## src/rtl/sysex_patch_dump_pkg.sv

```systemverilog
// Shared constants and types for the SysEx patch dump path.
package sysex_patch_dump_pkg;

  localparam logic [7:0] SYSEX_SOX = 8'hF0;
  localparam logic [7:0] SYSEX_EOX = 8'hF7;

  typedef enum logic [1:0] {
    BANK_OSC,
    BANK_COM,
    BANK_M1,
    BANK_M2
  } bank_e;

  typedef enum logic [2:0] {
    ST_IDLE,
    ST_HDR,
    ST_RD_ISSUE,
    ST_RD_WAIT,
    ST_DATA,
    ST_CSUM,
    ST_EOX
  } state_e;

  // Checksum byte that makes bank + data + csum == 0 mod 128.
  function automatic logic [6:0] csum_of(input logic [6:0] acc);
    return 7'(7'd0 - acc);
  endfunction

endpackage

```

## src/rtl/sysex_tx_byte_reg.sv

```systemverilog
// Output byte register for the MIDI TX stream; owns the valid/ready hold rule.
module sysex_tx_byte_reg (
  input  logic       data_clk,
  input  logic       reset_data,
  input  logic       load,
  input  logic [7:0] load_data,
  input  logic       tx_ready,
  output logic [7:0] tx_data,
  output logic       tx_valid,
  output logic       accepted,
  output logic       free
);

  assign accepted = tx_valid && tx_ready;
  assign free     = !tx_valid || accepted;

  // A new byte is taken only when the slot is empty or draining this cycle.
  always_ff @(posedge data_clk) begin
    if (reset_data) begin
      tx_data  <= '0;
      tx_valid <= 1'b0;
    end else if (load && free) begin
      tx_data  <= load_data;
      tx_valid <= 1'b1;
    end else if (accepted) begin
      tx_valid <= 1'b0;
    end
  end

endmodule

```

## src/rtl/sysex_patch_dump.sv

```systemverilog
// Walks the four parameter banks and emits one SysEx message per bank.
module sysex_patch_dump
  import sysex_patch_dump_pkg::*;
#(
  parameter int         P_PER_BANK = 128,
  parameter int         ADR_WIDTH  = 7,
  parameter int         READ_LAT   = 1,
  parameter logic [7:0] MFR_ID     = 8'h7D,
  parameter logic [7:0] DEV_ID     = 8'h00
) (
  input  logic                 data_clk,
  input  logic                 reset_data,
  input  logic                 dump_req,
  output logic                 busy,
  output logic [ADR_WIDTH-1:0] adr,
  output logic                 read,
  output logic                 osc_sel,
  output logic                 com_sel,
  output logic                 m1_sel,
  output logic                 m2_sel,
  output logic                 sysex_data_patch_send,
  input  logic signed [7:0]    synth_data_out,
  output logic [7:0]           tx_data,
  output logic                 tx_valid,
  input  logic                 tx_ready,
  output logic                 dump_done
);

  localparam logic [ADR_WIDTH-1:0] LAST_ADR = ADR_WIDTH'(P_PER_BANK - 1);
  localparam logic [1:0]           LAST_WAIT = 2'(READ_LAT - 1);

  state_e               state_q, state_d;
  bank_e                bank_q, bank_d;
  logic [ADR_WIDTH-1:0] adr_q, adr_d;
  logic [1:0]           hi_q, hi_d;
  logic [1:0]           wait_q, wait_d;
  logic [7:0]           hold_q, hold_d;
  logic [6:0]           acc_q, acc_d;
  logic                 sent_q, sent_d;
  logic                 done_q, done_d;

  logic       load;
  logic [7:0] load_data;
  logic       accepted;
  logic       free;

  sysex_tx_byte_reg u_tx (
    .data_clk  (data_clk),
    .reset_data(reset_data),
    .load      (load),
    .load_data (load_data),
    .tx_ready  (tx_ready),
    .tx_data   (tx_data),
    .tx_valid  (tx_valid),
    .accepted  (accepted),
    .free      (free)
  );

  // State and datapath registers.
  always_ff @(posedge data_clk) begin
    if (reset_data) begin
      state_q <= ST_IDLE;
      bank_q  <= BANK_OSC;
      adr_q   <= '0;
      hi_q    <= '0;
      wait_q  <= '0;
      hold_q  <= '0;
      acc_q   <= '0;
      sent_q  <= 1'b0;
      done_q  <= 1'b0;
    end else begin
      state_q <= state_d;
      bank_q  <= bank_d;
      adr_q   <= adr_d;
      hi_q    <= hi_d;
      wait_q  <= wait_d;
      hold_q  <= hold_d;
      acc_q   <= acc_d;
      sent_q  <= sent_d;
      done_q  <= done_d;
    end
  end

  // Next-state, byte sequencing and checksum accumulation.
  always_comb begin
    state_d   = state_q;
    bank_d    = bank_q;
    adr_d     = adr_q;
    hi_d      = hi_q;
    wait_d    = wait_q;
    hold_d    = hold_q;
    acc_d     = acc_q;
    sent_d    = sent_q;
    done_d    = 1'b0;
    load      = 1'b0;
    load_data = '0;
    case (state_q)
      ST_IDLE: begin
        if (dump_req) begin
          state_d = ST_HDR;
          bank_d  = BANK_OSC;
          adr_d   = '0;
          hi_d    = '0;
        end
      end
      ST_HDR: begin
        if (free) begin
          load = 1'b1;
          hi_d = hi_q + 2'd1;
          case (hi_q)
            2'd0: begin
              load_data = SYSEX_SOX;
              acc_d     = '0;
            end
            2'd1: load_data = MFR_ID;
            2'd2: load_data = DEV_ID;
            default: begin
              load_data = {6'b0, bank_q};
              acc_d     = acc_q + {5'b0, bank_q};
              state_d   = ST_RD_ISSUE;
            end
          endcase
        end
      end
      ST_RD_ISSUE: begin
        wait_d  = '0;
        state_d = ST_RD_WAIT;
      end
      ST_RD_WAIT: begin
        if (wait_q == LAST_WAIT) begin
          hold_d  = synth_data_out;
          state_d = ST_DATA;
        end else begin
          wait_d = wait_q + 2'd1;
        end
      end
      ST_DATA: begin
        // Sign bit is dropped here rather than at capture; same bytes on the wire.
        if (!sent_q) begin
          if (free) begin
            load      = 1'b1;
            load_data = hold_q & 8'h7F;
            acc_d     = acc_q + hold_q[6:0];
            sent_d    = 1'b1;
          end
        end else if (accepted) begin
          sent_d = 1'b0;
          if (adr_q == LAST_ADR) begin
            state_d = ST_CSUM;
          end else begin
            adr_d   = adr_q + 1'b1;
            state_d = ST_RD_ISSUE;
          end
        end
      end
      ST_CSUM: begin
        if (free) begin
          load      = 1'b1;
          load_data = {1'b0, csum_of(acc_q)};
          state_d   = ST_EOX;
        end
      end
      ST_EOX: begin
        if (!sent_q) begin
          if (free) begin
            load      = 1'b1;
            load_data = SYSEX_EOX;
            sent_d    = 1'b1;
          end
        end else if (accepted) begin
          sent_d = 1'b0;
          adr_d  = '0;
          hi_d   = '0;
          if (bank_q == BANK_M2) begin
            state_d = ST_IDLE;
            bank_d  = BANK_OSC;
            done_d  = 1'b1;
          end else begin
            bank_d  = bank_e'(bank_q + 2'd1);
            state_d = ST_HDR;
          end
        end
      end
      default: state_d = ST_IDLE;
    endcase
  end

  assign busy                  = (state_q != ST_IDLE);
  assign sysex_data_patch_send = busy;
  assign read                  = (state_q == ST_RD_ISSUE);
  assign adr                   = adr_q;
  assign dump_done             = done_q;
  assign osc_sel               = busy && (bank_q == BANK_OSC);
  assign com_sel               = busy && (bank_q == BANK_COM);
  assign m1_sel                = busy && (bank_q == BANK_M1);
  assign m2_sel                = busy && (bank_q == BANK_M2);

endmodule

```

## config.mk

```make
export PLATFORM = sky130hd
export DESIGN_NAME = sysex_patch_dump
export DESIGN_NICKNAME = d
export VERILOG_FILES = /design/src/rtl/sysex_patch_dump_pkg.sv /design/src/rtl/sysex_tx_byte_reg.sv /design/src/rtl/sysex_patch_dump.sv
export SDC_FILE = /design/constraint.sdc
export NUM_CORES = 1
export LEC_CHECK = 0
export BUFFER_PORTS_ARGS = -buffer_cell sky130_fd_sc_hd__buf_2
export CAP_MARGIN = 20
export CORE_ASPECT_RATIO = 2
export CORE_MARGIN = 2
export CORE_UTILIZATION = 51
export CTS_CLUSTER_DIAMETER = 30
export DETAILED_ROUTE_END_ITERATION = 8
export HOLD_SLACK_MARGIN = 0.02
export PLACE_DENSITY_LB_ADDON = 0.25
export SLEW_MARGIN = 20
export SYNTH_ARGS = -nofsm -noshare
export SYNTH_HDL_FRONTEND = slang
export SYNTH_HIERARCHICAL = 1
export SYNTH_SLANG_ARGS = --single-unit
```

## constraint.sdc

```tcl
create_clock -name data_clk -period 2.1 [get_ports data_clk]
set_clock_uncertainty 0.15 [all_clocks]
set_input_delay 0.105 -clock data_clk [delete_from_list [all_inputs] [get_ports data_clk]]
set_output_delay 0.105 -clock data_clk [all_outputs]
set_load 0.01 [all_outputs]
```

Word-level counts from Yosys, hierarchy flattened
Index checks and enable logic that the tools add are counted.

operators by class
  divide/modulo/power cells = 0
  $mul = 0
  multiplexer cells = 51
  bitwise operators = 3
  reduce and logical (&&, ||, !) cells = 31
  equal/unequal tests = 26
  order comparisons = 0
  shift-type cells = 0
  $add $sub $neg = 7

operators with widths
  cell                                             count
  two-way mux 7 bit                                12
  case mux 8 bit (4 select lines)                  1
  two-way mux 3 bit                                10
  case mux 7 bit (2 select lines)                  2
  two-way mux 8 bit                                3
  case mux 8 bit (3 select lines)                  1
  case mux 3 bit (7 select lines)                  1
  case mux 7 bit (3 select lines)                  1
  != test 2 bit, second input constant             9
  two-way mux 2 bit                                8
  != test 2 x 1 -> 1 bit, second input constant    5
  AND reduction 5 bit                              2
  == test 3 bit, second input constant             3
  AND reduction 9 bit                              1
  nonzero test 3 bit                               3
  two-way mux 1 bit                                8
  case mux 2 bit (2 select lines)                  2
  nonzero test 2 bit                               4
  adder 7 x 1 -> 7 bit, second input constant      1
  adder 7 x 2 -> 7 bit                             1
  adder 7 bit                                      1
  == test 7 bit, second input constant             1
  AND reduction 7 bit                              1
  subtractor 1 x 7 -> 7 bit, first input constant  1
  other kinds (18)                                 36

storage, ports and cells
  latch bits = 0
  bits in writable memories = 0
  logic and storage cells = 129
  memories kept = 0
  register bits = 41
  output and inout bits = 24
  bits in read-only memories = 0

Logic depth before layout (Yosys ltp)
Gate-level depths: netlist (run 1).

  word-level depth = 7
  gate-level depth with buffers = 10
  mapped depth without buffers = 8

By module
Netlist (run 1), hierarchy kept.

by module, submodules not included
  module             cells each  area each (µm²)  times used
  sysex_patch_dump   292         2341.0           1
  sysex_tx_byte_reg  42          498.0            1

Least setup slack after synthesis (run 1)
No wires, ideal clock.

  path kind = register to register
  from = register u_tx.tx_valid
  to = register u_tx.tx_data[1]
  arrival time = 1.856 ns
  data required time = 1.880 ns
  buffers on the path = 5
  setup slack = 0.025 ns
  cell stages (with the launch flop) = 11
  path through = dfxtp_1 nand2b_4 buf_6 buf_12 and4bb_2 clkbuf_1 nand2b_1 buf_6 buf_6 a21bo_1 a21oi_2

between the ends
  cells in the longest elaborated chain, start to end = 6
  elaborated cells on any way between the ends = 14
  those cells by class = 10 x mux; 4 x reduce/logical

ends and longest elaborated chain
  element                                               line                                              RTL
  start: declaration                                    sysex_tx_byte_reg.sv:9                            output logic tx_valid,
  start signal: assignment                              sysex_tx_byte_reg.sv:21                           tx_valid <= 1'b0;
  start signal: assignment                              sysex_tx_byte_reg.sv:24                           tx_valid <= 1'b1;
  start signal: assignment                              sysex_tx_byte_reg.sv:26                           tx_valid <= 1'b0;
  zero test 1 bit or logical AND 1 bit (tied branches)  sysex_tx_byte_reg.sv:15, sysex_tx_byte_reg.sv:14
  logical OR 1 bit *                                    sysex_tx_byte_reg.sv:15                           assign free = !tx_valid || accepted;
  via free                                              sysex_patch_dump.sv:45                            logic free;
  two-way mux 1 bit *                                   -
  two-way mux 1 bit                                     sysex_patch_dump.sv:139                           if (!sent_q) begin
  case mux 1 bit (2 select lines) *                     sysex_patch_dump.sv:97                            case (state_q)
  via load                                              sysex_patch_dump.sv:42                            logic load;
  logical AND 1 bit *                                   sysex_tx_byte_reg.sv:22                           end else if (load && free) begin
  end signal: assignment                                sysex_tx_byte_reg.sv:23                           tx_data <= load_data;
  end: declaration                                      sysex_tx_byte_reg.sv:8                            output logic [7:0] tx_data,

The timed path passes the listed nets; every way through them passes the cells marked *.
A chain may end at the register's enable or synchronous reset.

Worst setup path in the final report (run 1)
  from = register acc_q[0]
  to = register acc_q[6]

between the ends
  cells in the longest elaborated chain, start to end = 4
  elaborated cells on any way between the ends = 7
  those cells by class = 2 x add/sub; 5 x mux

ends and longest elaborated chain
  element                                                               line                                              RTL
  start: declaration                                                    sysex_patch_dump.sv:38                            logic [6:0] acc_q, acc_d;
  start signal: assignment                                              sysex_patch_dump.sv:68                            acc_q <= '0;
  start signal: assignment                                              sysex_patch_dump.sv:78                            acc_q <= acc_d;
  adder 7 x 2 -> 7 bit or adder 7 bit (tied branches)                   sysex_patch_dump.sv:119, sysex_patch_dump.sv:143
  case mux 7 bit (2 select lines) or two-way mux 7 bit (tied branches)  sysex_patch_dump.sv:110, sysex_patch_dump.sv:140
  two-way mux 7 bit, on equally long branches                           sysex_patch_dump.sv:107, sysex_patch_dump.sv:139
  case mux 7 bit (2 select lines) *                                     sysex_patch_dump.sv:97

Every way passes the cells marked *; elsewhere a longest branch is shown, timed or not. The select of a mux whose other input is x is not followed.

==> results of run 1 <==
==> where the power goes <==
part | switching, uW | internal (uW) | leakage (uW) | total (uW)
Clock | 268 | 261 | 0.0000443 | 529
Combinational | 390 | 287 | 0.00107 | 677
Sequential | 47.7 | 821 | 0.000334 | 869
==> path summary, 6_finish.rpt <==
| check | startpoint | to | slack (ns) | depth (start not counted) |
|---|---|---|---|---|
| setup / recovery | acc_q[0] | acc_q[6] | 0.06 | 9 |
| hold / removal | reset_data | hold_q[2] | 0.12 | 2 |
| setup reg to reg | acc_q[0] | acc_q[6] | 0.06 | 9 |
| hold reg to reg | wait_q[1] | wait_q[1] | 0.36 | 2 |
==> sequential cells by signal (all words and copies together), names as in the netlist <==
name / count
u_tx/tx_data: 8
acc_q: 7
adr: 7
hold_q: 7
state_q: 3
bank_q: 2
hi_q: 2
wait_q: 2
dump_done: 1
sent_q: 1
u_tx/tx_valid: 1
==> cells in the final DEF, fill, tap and decap left out, types with 2 or more instances in the layout <==
cell,count
nor2_1,40
dfxtp_1,36
buf_2,34
a21oi_1,20
buf_4,19
inv_1,18
nand2_1,17
o21ai_0,16
ha_1,16
a21oi_2,11
nand3_1,9
mux2i_1,9
nor3_1,8
nand3_2,8
a21bo_1,8
xor2_1,7
dlygate4sd3_1,7
a22oi_1,6
clkbuf_8,6
nand2b_1,5
a211oi_2,5
dfxtp_2,5
xnor2_1,4
nor2b_1,4
a21o_1,4
nor3b_1,4
nand4_1,4
a31oi_1,4
o21a_1,3
and2_1,3
nand3b_1,2
or3b_4,2
a211oi_1,2
and3_1,2
and4_1,2
or3_1,2
fa_2,2
==> per-stage QoR <==
step / total power (uW) / cells
2_1_floorplan: 1394 / 334
3_3_place_gp: 1511 / 426
3_5_place_dp: 1524 / 426
4_1_cts: 2065 / 440
5_1_grt: 2197 / 442
6_report: 2076 / 442
==> worst max-delay path, stage by stage, from the launching register on <==
cell     delay, ns
dfxtp_2       0.36
buf_6         0.12
ha_2          0.17
inv_1         0.05
fa_2          0.35
and3b_2       0.27
and3_1        0.18
o21ai_0       0.08
nand2_1       0.08
a31oi_1       0.09
==> cell families (layout without fill, tap and decap cells) <==
kind of cell	count (synthesis)	after routing	synth area share [%]
AO/OA/AOI/OAI	88	89	22.30
XOR/XNOR	11	11	3.393
adder cells (fa/ha/maj)	20	20	9.344
buffers and inverters	39	86	7.713
flip-flops	41	41	28.91
multiplexers	10	10	3.570
AND/OR/NAND/NOR	125	125	24.77
==> routing by layer <==
layer | part of all wire [%] | track usage [%] | wire [um] | vias up
li1 | - | - | - | 1272
met1 | 40 | 22.45 | 2612 | 1204
met2 | 54 | 41.86 | 3564 | 40
met3 | 2.4 | 3.647 | 156 | 15
met4 | 3.6 | 12.29 | 236 | 0
met5 | 0 | 0 | 0 | -
==> timing repair <==
item / 4_1_cts / 5_1_grt
pin swaps: 2 / 11
gates resized for setup: 2 / 13
hold endpoints to repair: 7 / 0
endpoints found under the setup margin: 2 / 8
hold buffers: 7 / 0
gates cloned: 0 / 1
setup buffers: 0 / 1
==> synth_stat cells (5+ instances only) <==
| cell | count | share of area (%) |
|---|---|---|
| a21oi_2 | 10 | 3.1 |
| a22oi_1 | 6 | 1.6 |
| inv_1 | 18 | 2.4 |
| o21ai_0 | 16 | 2.8 |
| nand3_2 | 8 | 2.8 |
| xor2_1 | 7 | 2.2 |
| nand2_1 | 17 | 2.2 |
| a21oi_1 | 20 | 3.5 |
| nor3b_1 | 5 | 1.3 |
| nor2_1 | 40 | 5.3 |
| mux2i_1 | 9 | 3.2 |
| ha_1 | 18 | 7.9 |
| buf_2 | 6 | 1.1 |
| nand3_1 | 9 | 1.6 |
| nand2b_1 | 5 | 1.1 |
| clkbuf_1 | 7 | 0.93 |
| buf_6 | 6 | 2.4 |
| a21bo_1 | 8 | 2.8 |
| dfxtp_1 | 41 | 29 |
| nor3_1 | 8 | 1.4 |
==> layout make-up <==
cell class,count,area (sq um),area share [%]
sequential,41,827.0,25.10
inverter,18,67.56,2.051
timing repair buffer,61,394.1,11.96
clock buffer,7,86.33,2.621
multi-input combinational,255,1844,55.98
tap,60,75.07,2.279
==> key figures, run 1 <==
Floorplanning
  – Top Ports: 36
  – Initial Util: 52.38%
  – Core Region: 5420 sq um
  – Die span in x: 56.76 um
  – Die ar.: 6216 sq um
  – Row count: 38
  – Die height: 109.5 um

GRT
  – First-pass GRT wire length: 10770 um
  – Largest net degree at the start of global routing: 24
  – Vias in the first global route: 2362
  – Total GRT Usage: 22.15%
  – Total gr overflow: 0
  – Initial antenna violation count: 0

Route
  – Routed WL: 6569 um
  – DR iter-0 viols: 74
  – Wire length per cell: 14.86 um
  – Residual DRC: 0
  – DRT Pass-1 Iters: 4
  – Via density: 5.726
  – DRT antenna net count: 0
  – Vias post-DR: 2531

Pwr
  – Power Dens Cells: 630.0 nW/um^2
  – Static Leakage: 0.001445 uW
  – Worst ir drop on vdd: 0.5006 mV

Layout
  – Finished Core Util: 60.78%
  – Fin nets: 414
  – Post-route cell area: 3294 sq um
  – Fillers: 510
  – N_diodes: 0
  – Layout area overhead: 16.04%
  – Share of cells above drive strength 1: 27.75%

Placed design
  – Dpl ws: -0.1066 ns
  – Placed Area: 3075 sq um
  – Global placer's final weighted congestion: 0.8870
  – I/O Buffers: 34
  – Hpwl dp: 4999 um

Setup path
  – Setup CP Type: flop to flop
  – CP Max Fanout: 5
  – WP data required: 2.11 ns
  – CP Launch Type: flop
  – Crit path DAT: 2.05 ns
  – CP endpoint kind: flop

Synth
  – Mapped Area: 2839 sq um
  – Ys Warns: 6
  – Post-synth top flop: dfxtp_1
  – Register area share after synthesis: 28.91%
  – Syn Area/Cell: 8.500 sq um
  – Post-Synthesis Cells: 334
  – Post-synth EDFFs: 0
  – Synth Register Bits: 41
  – Synth unique cells: 60
  – Net count after synthesis: 366
  – Asr flop ratio synth: 0%

Timing
  – RSZ-0062 raised after global routing: yes
  – Fin. Hold Viols: 0
  – Worst Max-Slew Pin Slew: 0.5530 ns
  – Hold_ws: 0.1244 ns
  – Pins over their slew limit: 0
  – Final setup fails: 0
  – Max Clock Freq: 0.4894 GHz
  – Min Clock Period, post-route: 2.043 ns
  – Slew headroom: 63.13%
  – Setup TNS: 0 ns
  – Final WS setup: 0.05684 ns
  – Period utilisation layout: 97.29%

CTS
  – Clk buf depth: 2
  – Clock Tree Root: clkbuf_8
  – TritonCTS clock tree: done
  – Clock sinks: 41
  – Worst-skew pair later-pin latency: 0.30 ns
  – CTS Buf Count: 5
  – H-tree depth: 2
  – Clk slew on worst S/H paths: 0.07 ns

Hold path
  – HP Class: input pin to flop

Status
  – Outcome: completed

Job
  – Max cap viols: 0
No activity file was read; power rests on OpenSTA's default activity.
==> run 2, diff against run 1 <==
- CORE_MARGIN: 2 -> 5
- CORE_UTILIZATION: 51 -> 30
- clock period: 2.1 -> 1.9 ns (I/O delays scaled with it)
==> run 2 against run 1 <==
Effect of this change: the flow now finishes with violations (negative setup slack); global-route usage shrank 8.6 points; register-to-register slack lost 0.11 ns; clock power grew 100%; non-clock buffer count grew 25; combinational power grew 33%; routed wire length grew 15%; flip-flop and latch count is the same; final cell count grew 16%; die area grew 87%; critical path depth shrank 2; sequential share of layout area shrank 2.6 points; maximum frequency grew 4.6%.
==> key figures, run 2 (synthesis results as in run 1) <==
Status
  – Outcome: finished, violations left
  – Violated checks: negative setup slack

Placed design
  – Global placer's final weighted congestion: 0.8152
  – I/O Buffers: 34
  – DP Cell Count: 489
  – Hpwl dp: 5876 um

GRT
  – Largest net degree at the start of global routing: 18
  – Total gr overflow: 0
  – First-pass GRT wire length: 12590 um
  – Initial antenna violation count: 0
  – Vias in the first global route: 2627
  – Total GRT Usage: 13.54%

Timing
  – Final setup fails: 2
  – Pins over their slew limit: 0
  – Period utilisation layout: 102.8%
  – Final WS setup: -0.05263 ns
  – Fin. Hold Viols: 0
  – Max Clock Freq: 0.5121 GHz
  – Slew headroom: 72.26%
  – RSZ-0062 raised after global routing: yes
  – Min Clock Period, post-route: 1.953 ns
  – Worst Max-Slew Pin Slew: 0.4152 ns

Setup path
  – Setup CP Type: flop to flop
  – CP Launch Type: flop
  – Crit path DAT: 1.98 ns
  – WP data required: 1.93 ns
  – CP Max Fanout: 4
  – CP endpoint kind: flop

Hold path
  – HP Class: input pin to flop

Route
  – DRT antenna net count: 0
  – DRT Pass-1 Iters: 4
  – Vias post-DR: 2562
  – DR iter-0 viols: 82
  – Residual DRC: 0
  – Routed WL: 7539 um
  – Via density: 5.004
  – Wire length per cell: 14.72 um

Floorplanning
  – Die span in x: 78.79 um
  – Die ar.: 11630 sq um
  – Row count: 50
  – Initial Util: 30.46%
  – Die height: 147.6 um
  – Core Region: 9321 sq um
  – Top Ports: 36

CTS
  – Clk slew on worst S/H paths: 0.07 ns
  – CTS Buf Count: 5
  – Clock Tree Root: clkbuf_16
  – Clock sinks: 41
  – Clk buf depth: 2
  – Worst-skew pair later-pin latency: 0.29 ns
  – TritonCTS clock tree: done
  – H-tree depth: 2

Layout
  – Multi-input combinational cell area: 1896 sq um
  – Fin nets: 439
  – Finished Core Util: 39.85%
  – Post-Layout Cell Count: 512
  – N_diodes: 0
  – Top reg by flops: u_tx/tx_data
  – Layout area overhead: 30.85%
  – Sequential Area: 835.8 sq um
  – Max reg flops: 8
  – Commonest non-fill, non-tap cell in the layout: buf_4
  – Fillers: 958
  – Most frequent cells in the layout: buf_4 (41), nor2_1 (40), buf_2 (34)
  – Share of cells above drive strength 1: 35.05%

Pwr
  – Power Dens Cells: 789.0 nW/um^2
  – Worst ir drop on vdd: 0.4383 mV
  – Static Leakage: 0.001626 uW

Job
  – Max cap viols: 0
-- run 2: changes by cell type in the layout (fill, tap and decap cells not counted), sizes merged --
cell / before / now
clkinv: 0 / 1
buf: 54 / 78
dlygate4sd3: 7 / 8
bufinv: 0 / 1
clkbuf: 7 / 6
-- run 2: what timing repair did --
action                     in CTS  in global routing
gates resized for setup        12                 18
hold buffers                    8                  0
setup endpoints to repair       7                 12
gates cloned                    1                  0
hold endpoints to repair        9                  0
pin swaps                       2                 12
setup buffers                   3                  3
-- run 2: report_power, final --
group          switching [uW]  internal, uW  total [uW]
Clock                     363           698        1060
Sequential               55.6           911         967
Combinational             482           421         903
-- run 2: routing by layer --
layer | wire, um | vias to the layer above | track usage [%] | part of all wire, %
met3 | 194 | 11 | 1.768 | 2.6
met2 | 4360 | 35 | 26.83 | 58
met1 | 2799 | 1193 | 13.17 | 37
met5 | 0 | - | 0 | 0
met4 | 184 | 0 | 6.567 | 2.4
li1 | - | 1323 | - | -
-- run 2: final timing paths --
check                 start    endpoint  slack, ns  depth (start not counted)
setup / recovery   acc_q[0]    acc_q[6]      -0.05                          7
hold / removal     dump_req  state_q[0]       0.21                          5
setup reg to reg   acc_q[0]    acc_q[6]      -0.05                          7
hold reg to reg   wait_q[1]   wait_q[1]       0.36                          2
-- run 2: per-stage QoR --
stage               setup TNS (ns)  hold WS (ns)  setup WS (ns)  area [sq um]  power (uW)
floorplan                 -0.03920       0.08894       -0.03920          2874        1555
global placement           -0.3847        0.1727       -0.07446          3307        1761
detailed placement         -0.5746        0.1819        -0.1029          3307        1771
CTS                        -0.1086        0.1458       -0.06465          3643        2925
global route               -0.2718        0.2450        -0.1120          3715        3075
finish                    -0.05937        0.2054       -0.05263          3715        2931
-- run 2: worst max-delay path, cell delays in order (launching register included) --
cell and delay [ns]:
dfxtp_4 0.36, ha_4 0.16, fa_2 0.37, a211oi_2 0.22, o21bai_1 0.11, a21oi_1 0.17, mux2i_1 0.20, a31oi_1 0.10
-- run 2: cell type report --
type                       instances  share of cell area, %
multi-input combinational        255                  51.03
sequential                        41                  22.50
timing repair buffer              86                  16.17
clock buffer                       6                  4.042
tap                              104                  3.503
inverter                          18                  1.819
clock inverter                     2                 0.9431
==> run 3, diff against run 2 <==
- BUFFER_PORTS_ARGS: -buffer_cell sky130_fd_sc_hd__buf_2 -> unset
- DONT_BUFFER_PORTS: unset -> 1
- clock period: 1.9 -> 2.5 ns (I/O delays scaled with it)
==> run 3 against run 2 <==
Effect of this change: the flow now finishes without violations; largest power group unchanged; routed wire length down 9.1%; final cell count down 13%; sequential share of layout area up 3.4 points; design area down 15%; power down 32%; largest cell class unchanged; first-iteration DRC count up 17%; flip-flop and latch count unchanged.
==> key figures, run 3 (synthesis results as in run 1) <==
Setup path
  – WP depth: 7
  – Crit path cell chain: ha_1 > fa_1 > a211oi_1 > o21bai_1 > a21oi_1 > mux2i_1 > a31oi_1
  – Reg2Reg Depth: 7
  – CP delay by family, top: compound AO/OA/AOI/OAI gates
  – Max stage delay on crit path: 0.44 ns
  – CP Launch Type: flop
  – Setup CP Type: flop to flop
  – CP endpoint kind: flop
  – WP data required: 2.52 ns
  – CP Max Fanout: 3
  – Buf+Inv Stages, Crit Path: 0
  – Reg2reg setup slack: 0.28 ns
  – Slowest cell on crit path: fa_1
  – Crit path DAT: 2.24 ns

Timing
  – Slew headroom: 59.32%
  – Worst Max-Slew Pin Slew: 0.6094 ns
  – RSZ-0062 raised after global routing: no
  – Min Clock Period, post-route: 2.218 ns
  – Max Clock Freq: 0.4508 GHz
  – Fin. Hold Viols: 0
  – Setup TNS: 0 ns
  – Final setup fails: 0
  – Final WS setup: 0.2819 ns
  – Pins over their slew limit: 0
  – Period utilisation layout: 88.72%

Floorplanning
  – Top Ports: 36
  – Row count: 50
  – Die ar.: 11630 sq um
  – Core Region: 9321 sq um
  – Initial Util: 30.46%
  – Die span in x: 78.79 um
  – Die height: 147.6 um

Hold path
  – HP Class: input pin to flop
  – Hold Crit Depth: 4

Layout
  – Finished Core Util: 34.00%
  – Fin nets: 371
  – N_diodes: 0
  – Post-Layout Cell Count: 444
  – Share of cells above drive strength 1: 15.00%
  – Top reg by flops: u_tx/tx_data
  – Most frequent cells in the layout: dfxtp_1 (41), nor2_1 (40), a21oi_1 (20)
  – Max reg flops: 8
  – Layout area overhead: 11.64%
  – Commonest non-fill, non-tap cell in the layout: dfxtp_1

GRT
  – Largest net degree at the start of global routing: 37
  – Initial antenna violation count: 0
  – First-pass GRT wire length: 11270 um
  – Vias in the first global route: 2273
  – Total gr overflow: 0
  – Total GRT Usage: 12.11%

Pwr
  – Seq pwr share: 37.1%
  – Total Power: 2000 uW
  – Worst ir drop on vdd: 0.2592 mV
  – Clock power frac: 38.6%
  – Sw Share: 31.09%
  – Power Dens Cells: 630.9 nW/um^2
  – Cell Int Power: 1378 uW
  – P_sw: 621.6 uW
  – Static Leakage: 0.001274 uW
  – Logic pwr share: 24.3%

Placed design
  – DP Cell Count: 427
  – Global placer's final weighted congestion: 0.7315
  – Dpl ws: 0.2809 ns
  – I/O Buffers: 0
  – Hpwl dp: 5189 um

CTS
  – Clock sinks: 41
  – Worst-skew pair later-pin latency: 0.29 ns
  – CTS resizes: 0
  – TritonCTS clock tree: done
  – CTS Buf Count: 5
  – Clock Tree Root: clkbuf_16
  – Post-CTS Setup Repair Bufs: 0
  – Clk buf depth: 2
  – Clk slew on worst S/H paths: 0.06 ns
  – CTS hold repair buffers: 9
  – H-tree depth: 2

Route
  – DRT antenna net count: 0
  – Routed WL: 6852 um
  – DRT Pass-1 Iters: 4
  – Vias post-DR: 2324
  – DR iter-0 viols: 96
  – Residual DRC: 0
  – Via density: 5.234
  – Wire length per cell: 15.43 um

Status
  – Outcome: completed

Job
  – Max cap viols: 0
-- run 3: power groups by stage --
stage | Sequential, uW | Clock (uW) | Combinational, uW
3_3_place_gp | 755 | 0 | 456
5_1_grt | 749 | 817 | 539
6_report | 742 | 772 | 486
3_5_place_dp | 757 | 0 | 463
2_1_floorplan | 736 | 0 | 434
4_1_cts | 742 | 798 | 492
-- run 3: layout make-up --
cell class / count / area, sq um
timing repair buffer: 19 / 175.2
tap: 104 / 130.1
multi-input combinational: 254 / 1799
fill: 968 / 6152
clock inverter: 2 / 37.54
inverter: 18 / 67.56
sequential: 41 / 820.8
clock buffer: 6 / 138.9
-- run 3: layer usage --
metal | part of all wire, % | vias up | track usage, % | wire [um]
met5 | 0 | - | 0 | 0
li1 | - | 1184 | - | -
met3 | 3.8 | 8 | 2.012 | 257
met2 | 55 | 42 | 22.79 | 3767
met1 | 39 | 1090 | 12.93 | 2679
met4 | 2.1 | 0 | 5.079 | 147
-- run 3: metrics by stage --
step,cell area (sq um),hold WS [ns]
after floorplan,2839,0.1189
after global placement,2893,0.04329
after detailed placement,2893,0.04197
after CTS,3169,0.06323
after global routing,3169,0.09977
final,3169,0.05940
-- run 3: worst paths after layout --
kind                   from    endpoint
hold / removal     dump_req  state_q[0]
setup reg to reg  hold_q[0]    acc_q[6]
setup / recovery  hold_q[0]    acc_q[6]
hold reg to reg    acc_q[6]    acc_q[6]
-- run 3: worst min-delay path: cells and delay by family --
kind            cells  cell delay (ns)
simple gates        2             0.09
compound gates      2             0.25
